==> src/rtl/riscv_trace_pkg.sv <==
// Shared types for the core trace FIFO: event kinds and the packed buffer entry.
package riscv_trace_pkg;

   localparam int unsigned TRACE_DATA_W = 32;
   localparam int unsigned TRACE_TS_W   = 16;
   localparam int unsigned TRACE_IDX_W  = 9;

   typedef enum logic [1:0] {
      TR_REG = 2'b00,
      TR_MRD = 2'b01,
      TR_MWR = 2'b10
   } trace_type_e;

   typedef struct packed {
      trace_type_e              typ;
      logic [TRACE_IDX_W-1:0]   idx;
      logic [TRACE_DATA_W-1:0]  data;
      logic [TRACE_TS_W-1:0]    ts;
   } trace_entry_t;

endpackage

==> src/rtl/trace_ram_2w1r.sv <==
// Trace entry storage: two write ports on consecutive slots, one asynchronous read port.
module trace_ram_2w1r
   import riscv_trace_pkg::*;
#(
   parameter int unsigned DEPTH = 16,
   parameter int unsigned PTR_W = $clog2(DEPTH)
) (
   input  logic             clk,
   input  logic             we0,
   input  logic             we1,
   input  logic [PTR_W-1:0] waddr,
   input  trace_entry_t     wdata0,
   input  trace_entry_t     wdata1,
   input  logic [PTR_W-1:0] raddr,
   output trace_entry_t     rdata
);

   trace_entry_t mem [DEPTH];

   // Port 1 always targets the slot after port 0; pointer wraps naturally.
   always_ff @(posedge clk) begin
      if (we0) mem[waddr] <= wdata0;
      if (we1) mem[PTR_W'(waddr + PTR_W'(1))] <= wdata1;
   end

   assign rdata = mem[raddr];

endmodule

==> src/rtl/riscv_trace_fifo.sv <==
// Captures core writeback and data-memory events as timestamped entries and
// buffers them for a valid/ready host, dropping (and counting) what does not fit.
module riscv_trace_fifo
   import riscv_trace_pkg::*;
#(
   parameter int unsigned DEPTH     = 16,
   parameter int unsigned DATA_W    = TRACE_DATA_W,
   parameter int unsigned TS_W      = TRACE_TS_W,
   parameter bit          FILTER_X0 = 1'b1,
   localparam int unsigned LVL_W    = $clog2(DEPTH) + 1
) (
   input  logic              clk,
   input  logic              reset,
   input  logic              trace_en,
   input  logic              reg_write_sig,
   input  logic [4:0]        reg_num,
   input  logic [DATA_W-1:0] reg_data,
   input  logic              wr,
   input  logic              rd,
   input  logic [8:0]        addr,
   input  logic [DATA_W-1:0] wr_data,
   input  logic [DATA_W-1:0] rd_data,
   output logic              out_valid,
   input  logic              out_ready,
   output logic [1:0]        out_type,
   output logic [8:0]        out_idx,
   output logic [DATA_W-1:0] out_data,
   output logic [TS_W-1:0]   out_ts,
   output logic [LVL_W-1:0]  level,
   output logic [15:0]       drop_count,
   output logic              overflow
);

   localparam int unsigned PTR_W  = $clog2(DEPTH);
   localparam int unsigned FREE_W = LVL_W + 1;

   logic [PTR_W-1:0]  wr_ptr_q, rd_ptr_q;
   logic [LVL_W-1:0]  level_q;
   logic [TS_W-1:0]   ts_q;
   logic [15:0]       drop_q;
   logic              overflow_q;

   logic              ev_r_c, ev_m_c, pop_c;
   logic [FREE_W-1:0] free_c;
   logic [1:0]        n_push_c, n_drop_c;
   logic [16:0]       drop_sum_c;
   trace_entry_t      entry_r_c, entry_m_c, wdata0_c, head_c;

   // Event decode and entry packing for the current cycle.
   always_comb begin
      ev_r_c = trace_en && reg_write_sig && !(FILTER_X0 && (reg_num == 5'd0));
      ev_m_c = trace_en && (wr || rd);

      entry_r_c.typ  = TR_REG;
      entry_r_c.idx  = TRACE_IDX_W'(reg_num);
      entry_r_c.data = TRACE_DATA_W'(reg_data);
      entry_r_c.ts   = TRACE_TS_W'(ts_q);

      entry_m_c.typ  = wr ? TR_MWR : TR_MRD;
      entry_m_c.idx  = addr;
      entry_m_c.data = wr ? TRACE_DATA_W'(wr_data) : TRACE_DATA_W'(rd_data);
      entry_m_c.ts   = TRACE_TS_W'(ts_q);
   end

   assign pop_c  = out_valid && out_ready;
   assign free_c = FREE_W'(DEPTH) - FREE_W'(level_q) + FREE_W'(pop_c);

   // Push/drop arbitration; the register event is older and wins the last slot.
   always_comb begin
      n_push_c = 2'd0;
      n_drop_c = 2'd0;
      wdata0_c = entry_r_c;
      if (ev_r_c && ev_m_c) begin
         if (free_c >= FREE_W'(2)) begin
            n_push_c = 2'd2;
         end else if (free_c == FREE_W'(1)) begin
            n_push_c = 2'd1;
            n_drop_c = 2'd1;
         end else begin
            n_drop_c = 2'd2;
         end
      end else if (ev_r_c || ev_m_c) begin
         wdata0_c = ev_r_c ? entry_r_c : entry_m_c;
         if (free_c >= FREE_W'(1)) n_push_c = 2'd1;
         else                      n_drop_c = 2'd1;
      end
   end

   assign drop_sum_c = {1'b0, drop_q} + 17'(n_drop_c);

   always_ff @(posedge clk or posedge reset) begin
      if (reset) begin
         wr_ptr_q   <= '0;
         rd_ptr_q   <= '0;
         level_q    <= '0;
         ts_q       <= '0;
         drop_q     <= '0;
         overflow_q <= 1'b0;
      end else begin
         ts_q       <= ts_q + TS_W'(1);
         wr_ptr_q   <= wr_ptr_q + PTR_W'(n_push_c);
         rd_ptr_q   <= rd_ptr_q + PTR_W'(pop_c);
         level_q    <= level_q + LVL_W'(n_push_c) - LVL_W'(pop_c);
         drop_q     <= drop_sum_c[16] ? 16'hFFFF : drop_sum_c[15:0];
         overflow_q <= overflow_q | (n_drop_c != 2'd0);
      end
   end

   trace_ram_2w1r #(
      .DEPTH (DEPTH),
      .PTR_W (PTR_W)
   ) u_ram (
      .clk    (clk),
      .we0    (n_push_c != 2'd0),
      .we1    (n_push_c == 2'd2),
      .waddr  (wr_ptr_q),
      .wdata0 (wdata0_c),
      .wdata1 (entry_m_c),
      .raddr  (rd_ptr_q),
      .rdata  (head_c)
   );

   // Head fields are forced to zero while empty so stale storage never shows.
   assign out_valid  = (level_q != '0);
   assign out_type   = out_valid ? head_c.typ : 2'b00;
   assign out_idx    = out_valid ? head_c.idx : 9'd0;
   assign out_data   = out_valid ? DATA_W'(head_c.data) : '0;
   assign out_ts     = out_valid ? TS_W'(head_c.ts) : '0;
   assign level      = level_q;
   assign drop_count = drop_q;
   assign overflow   = overflow_q;

endmodule

==> config.mk <==
export PLATFORM = sky130hd
export DESIGN_NAME = riscv_trace_fifo
export DESIGN_NICKNAME = d
export VERILOG_FILES = /design/src/rtl/riscv_trace_pkg.sv /design/src/rtl/trace_ram_2w1r.sv /design/src/rtl/riscv_trace_fifo.sv
export SDC_FILE = /design/constraint.sdc
export NUM_CORES = 2
export LEC_CHECK = 0
export CAP_MARGIN = 30
export CORE_AREA = 2 2 347 349
export DETAILED_ROUTE_END_ITERATION = 10
export DIE_AREA = 0 0 349 351
export GPL_ROUTABILITY_DRIVEN = 0
export GPL_TIMING_DRIVEN = 0
export HOLD_SLACK_MARGIN = 0.06
export SLEW_MARGIN = 20
export SYNTH_ARGS = -nofsm -noshare
export SYNTH_HDL_FRONTEND = slang
export SYNTH_SLANG_ARGS = --single-unit
==> constraint.sdc <==
create_clock -name clk -period 9.55 [get_ports clk]
set_input_delay 1.91 -clock clk [delete_from_list [all_inputs] [get_ports clk]]
set_output_delay 1.91 -clock clk [all_outputs]
set_load 0.005 [all_outputs]
==> summary.txt <==
Global route
  – First-pass GRT wire length: 205.3 mm
  – Overflow after GRT: 0
  – Largest net degree at the start of global routing: 47
  – Vias in the first global route: 28810
  – Initial antenna violation count: 4
  – All-Layer GR Usage: 23.61%

Floorplanning
  – Initial Utilization: 39.67%
  – Die H: 351 um
  – Io pins: 199
  – Core area: 0.1190 mm2
  – Die area: 0.1225 mm2
  – Chip width: between 300 and 400 um
  – Row cnt: between 100 and 150

Setup path
  – Buf/Inv on CP: 8
  – CP endpoint kind: flip-flop
  – Crit-path cells: clkdlybuf4s50_1 > buf_2 > clkbuf_1 > nor2_1 > a21boi_0 > o21ai_1 > buf_2 > nor3_2 > buf_4 > buf_4 > buf_4 > buf_4
  – Worst r2r src: level[3]
  – CP delay by family, top: buffers and inverters
  – Critical-path top delay cell: clkbuf_1
  – Worst reg2reg endpoint: u_ram.mem[10][25]
  – Worst Reg-to-Reg Cells: 20
  – Top cell by count, worst path: buf_4
  – Setup crit end: u_ram.mem[10][25]
  – Crit path from: wr
  – Crit path arrival time: about 7100 ps
  – Crit-path max FO: 10
  – R2R Setup Slk: between 2000 and 3000 ps
  – CP Depth: 12
  – Crit Path Category: input port to flip-flop
  – CP max stage delay: roughly 800 ps
  – Crit path launch type: input port
  – Critical Path RT: 9930 ps

Synth
  – Dominant cell type by area after synthesis: edfxtp_1
  – Synth Instances: roughly 2600
  – Mapped Avg Cell Area: 17.94 um2
  – Ys async rst share: 4.646%
  – Syn nets: approximately 2800
  – Post-synth EDFFs: 944
  – Post-synthesis sequential area ratio: 62.48%
  – Prevailing post-synth register cell: edfxtp_1
  – Yosys warns: 0
  – Synth area leaders: edfxtp_1 (60%), mux4_2 (14%), mux2i_1 (12%)
  – Flops & latches, synth: 990
  – Synth unique cells: 54
  – Post-synth top area share: about 60%
  – Top-count cell post-synth: edfxtp_1
  – Synthesized area: 0.04721 mm2
  – Most frequent cells after synthesis: edfxtp_1 (944), mux2i_1 (544), mux4_2 (295)

Detailed routing
  – Initial DRT Pass Iterations: 5
  – Initial DRC count: between 3000 and 4000
  – Drt total wl: 145.3 mm
  – DR WL/cell: roughly 31 um
  – Vias/cell: 5.890
  – # DRC: 0
  – Vias: 27740
  – Number of routed nets with antenna violations: 0

STA
  – Worst-margin pin slew: 1074 ps
  – Period utilization: about 70%
  – Minimum clock period: 6676 ps
  – Final Skew: approximately 31 ps
  – Peak Freq: 0.1498 GHz
  – Hold slack: 494.7 ps
  – RSZ-0062 raised after global routing: false
  – Max-slew violation count: 0
  – Final setup violating endpoints: 0
  – Final hold vios: 0
  – Max-slew headroom: between 20 and 30%

Flow run
  – Max-cap viol count: 0

Clock tree
  – Hold buffers post-CTS: 0
  – TritonCTS clock tree: done
  – H-tree levels: 3
  – CTS clk-pin slew, worst paths: 60 ps
  – Post-CTS setup buffer count: 0
  – TritonCTS Buffers: 106
  – Clock Latency Late Sink: 690 ps
  – Clk sink count: 990
  – Post-cts repair resize count: 0
  – CTS root buf: clkbuf_16
  – CTS max path bufs: 3

Worst hold path
  – Min-Delay Path Class: flip-flop to flip-flop
  – Hold_sp: overflow

Power and ir drop
  – Power Density: roughly 260 mW/mm2
  – Lkg Pwr: 0.02063 uW
  – Peak supply drop: between 0.00015 and 0.0002 V
  – Power, Total: around 15000 uW

Placed design
  – PortBufs: between 150 and 200
  – Placed insts: 4505
  – DPL Wire Length: 100.0 mm

Finish
  – Core Util, Final: 47.64%
  – Storage cell area: approximately 0.029 mm2
  – Fin cells: around 4700
  – Multi-input gate area: between 0.015 and 0.02 mm2
  – Fill count: 9873
  – Synthesis-to-finish area growth: 20.11%
  – Ratio of cells with drive above 1 in the final layout: 26.41%
  – Ant. Diodes: 0
  – Post-layout net count: 3209

Run status
  – Outcome: finished clean
per-stage QoR:
| step | instance area, um2 | TNS [ps] | setup WS [ps] |
|---|---|---|---|
| floorplan | 47210 | 0 | 1469 |
| global placement | 51130 | -3609650 | -6258 |
| detailed placement | 53310 | 0 | 2291 |
| CTS | 56600 | 0 | 2889 |
| global route | 56700 | 0 | 2547 |
| finish | 56700 | 0 | 2874 |
cell usage in the layout (no fill, tap or decap), types with 11 or more instances in the layout:
| cell | netlist | layout |
|---|---|---|
| nand4_1 | 14 | 14 |
| nand2_1 | 36 | 36 |
| a21oi_4 | 25 | 25 |
| mux4_2 | 295 | 295 |
| buf_6 | 7 | 28 |
| edfxtp_1 | 944 | 944 |
| a21boi_1 | 47 | 47 |
| clkbuf_16 | 0 | 109 |
| mux2i_1 | 544 | 543 |
| a21oi_1 | 15 | 15 |
| dfrtp_1 | 46 | 46 |
| inv_1 | 22 | 21 |
| clkinv_1 | 0 | 21 |
| nor3_2 | 25 | 31 |
| mux2_1 | 68 | 68 |
| xor2_1 | 11 | 11 |
| mux2_2 | 18 | 18 |
| buf_2 | 101 | 106 |
| o21ai_4 | 1 | 11 |
| nand3_1 | 14 | 14 |
| and2_1 | 61 | 61 |
| xnor2_1 | 20 | 20 |
| clkinv_2 | 0 | 23 |
| ha_1 | 17 | 17 |
| o21a_1 | 33 | 33 |
| clkbuf_1 | 109 | 128 |
| buf_16 | 0 | 47 |
| clkdlybuf4s50_1 | 0 | 198 |
| buf_4 | 30 | 88 |
| nor2_1 | 16 | 16 |
logic make-up after synthesis:
group / count (synthesis) / synth area share (%)
AO/OA/AOI/OAI: 164 / 2.998
adder cells (fa/ha/maj): 21 / 0.5990
buffers and inverters: 284 / 2.876
AND/OR/NAND/NOR: 216 / 2.809
flip-flops: 990 / 62.48
multiplexers: 925 / 27.66
XOR/XNOR: 31 / 0.5751
metal layers:
metal,share of wire (%),wire length [um],GRT usage (%),vias to the layer above
met5,0.019,27,0,-
met4,4.0,5773,9.368,4
met3,7.8,11320,4.204,330
met2,48,69960,38.64,1400
met1,40,58190,31.35,14520
li1,-,-,-,11490
power breakdown:
group,switching [uW],internal (uW)
combinational,2850,2740
sequential,136,5330
clock,1720,2230
total,4710,10300
worst min path at each step:
stage | to | cells past startpoint
finish | overflow | 1
global route | overflow | 1
CTS | overflow | 1
detailed placement | overflow | 1
global placement | overflow | 1
floorplan | overflow | 1
registers in the layout, indices dropped and copies added, names as in the netlist:
register,flops
ts_q,16
u_ram.mem,944
drop_count,16
level,5
wr_ptr_q,4
rd_ptr_q,4
overflow,1
area by class of cell:
type / instances / share of cell area (%)
tap: 1548 / 3.416
clock buffer: 137 / 5.013
multi-input combinational: 1357 / 29.11
timing repair buffer: 333 / 7.218
inverter: 22 / 0.1500
buffer: 262 / 2.277
sequential: 990 / 52.02
clock inverter: 61 / 0.7900
Power figures use the tool's default switching activity.
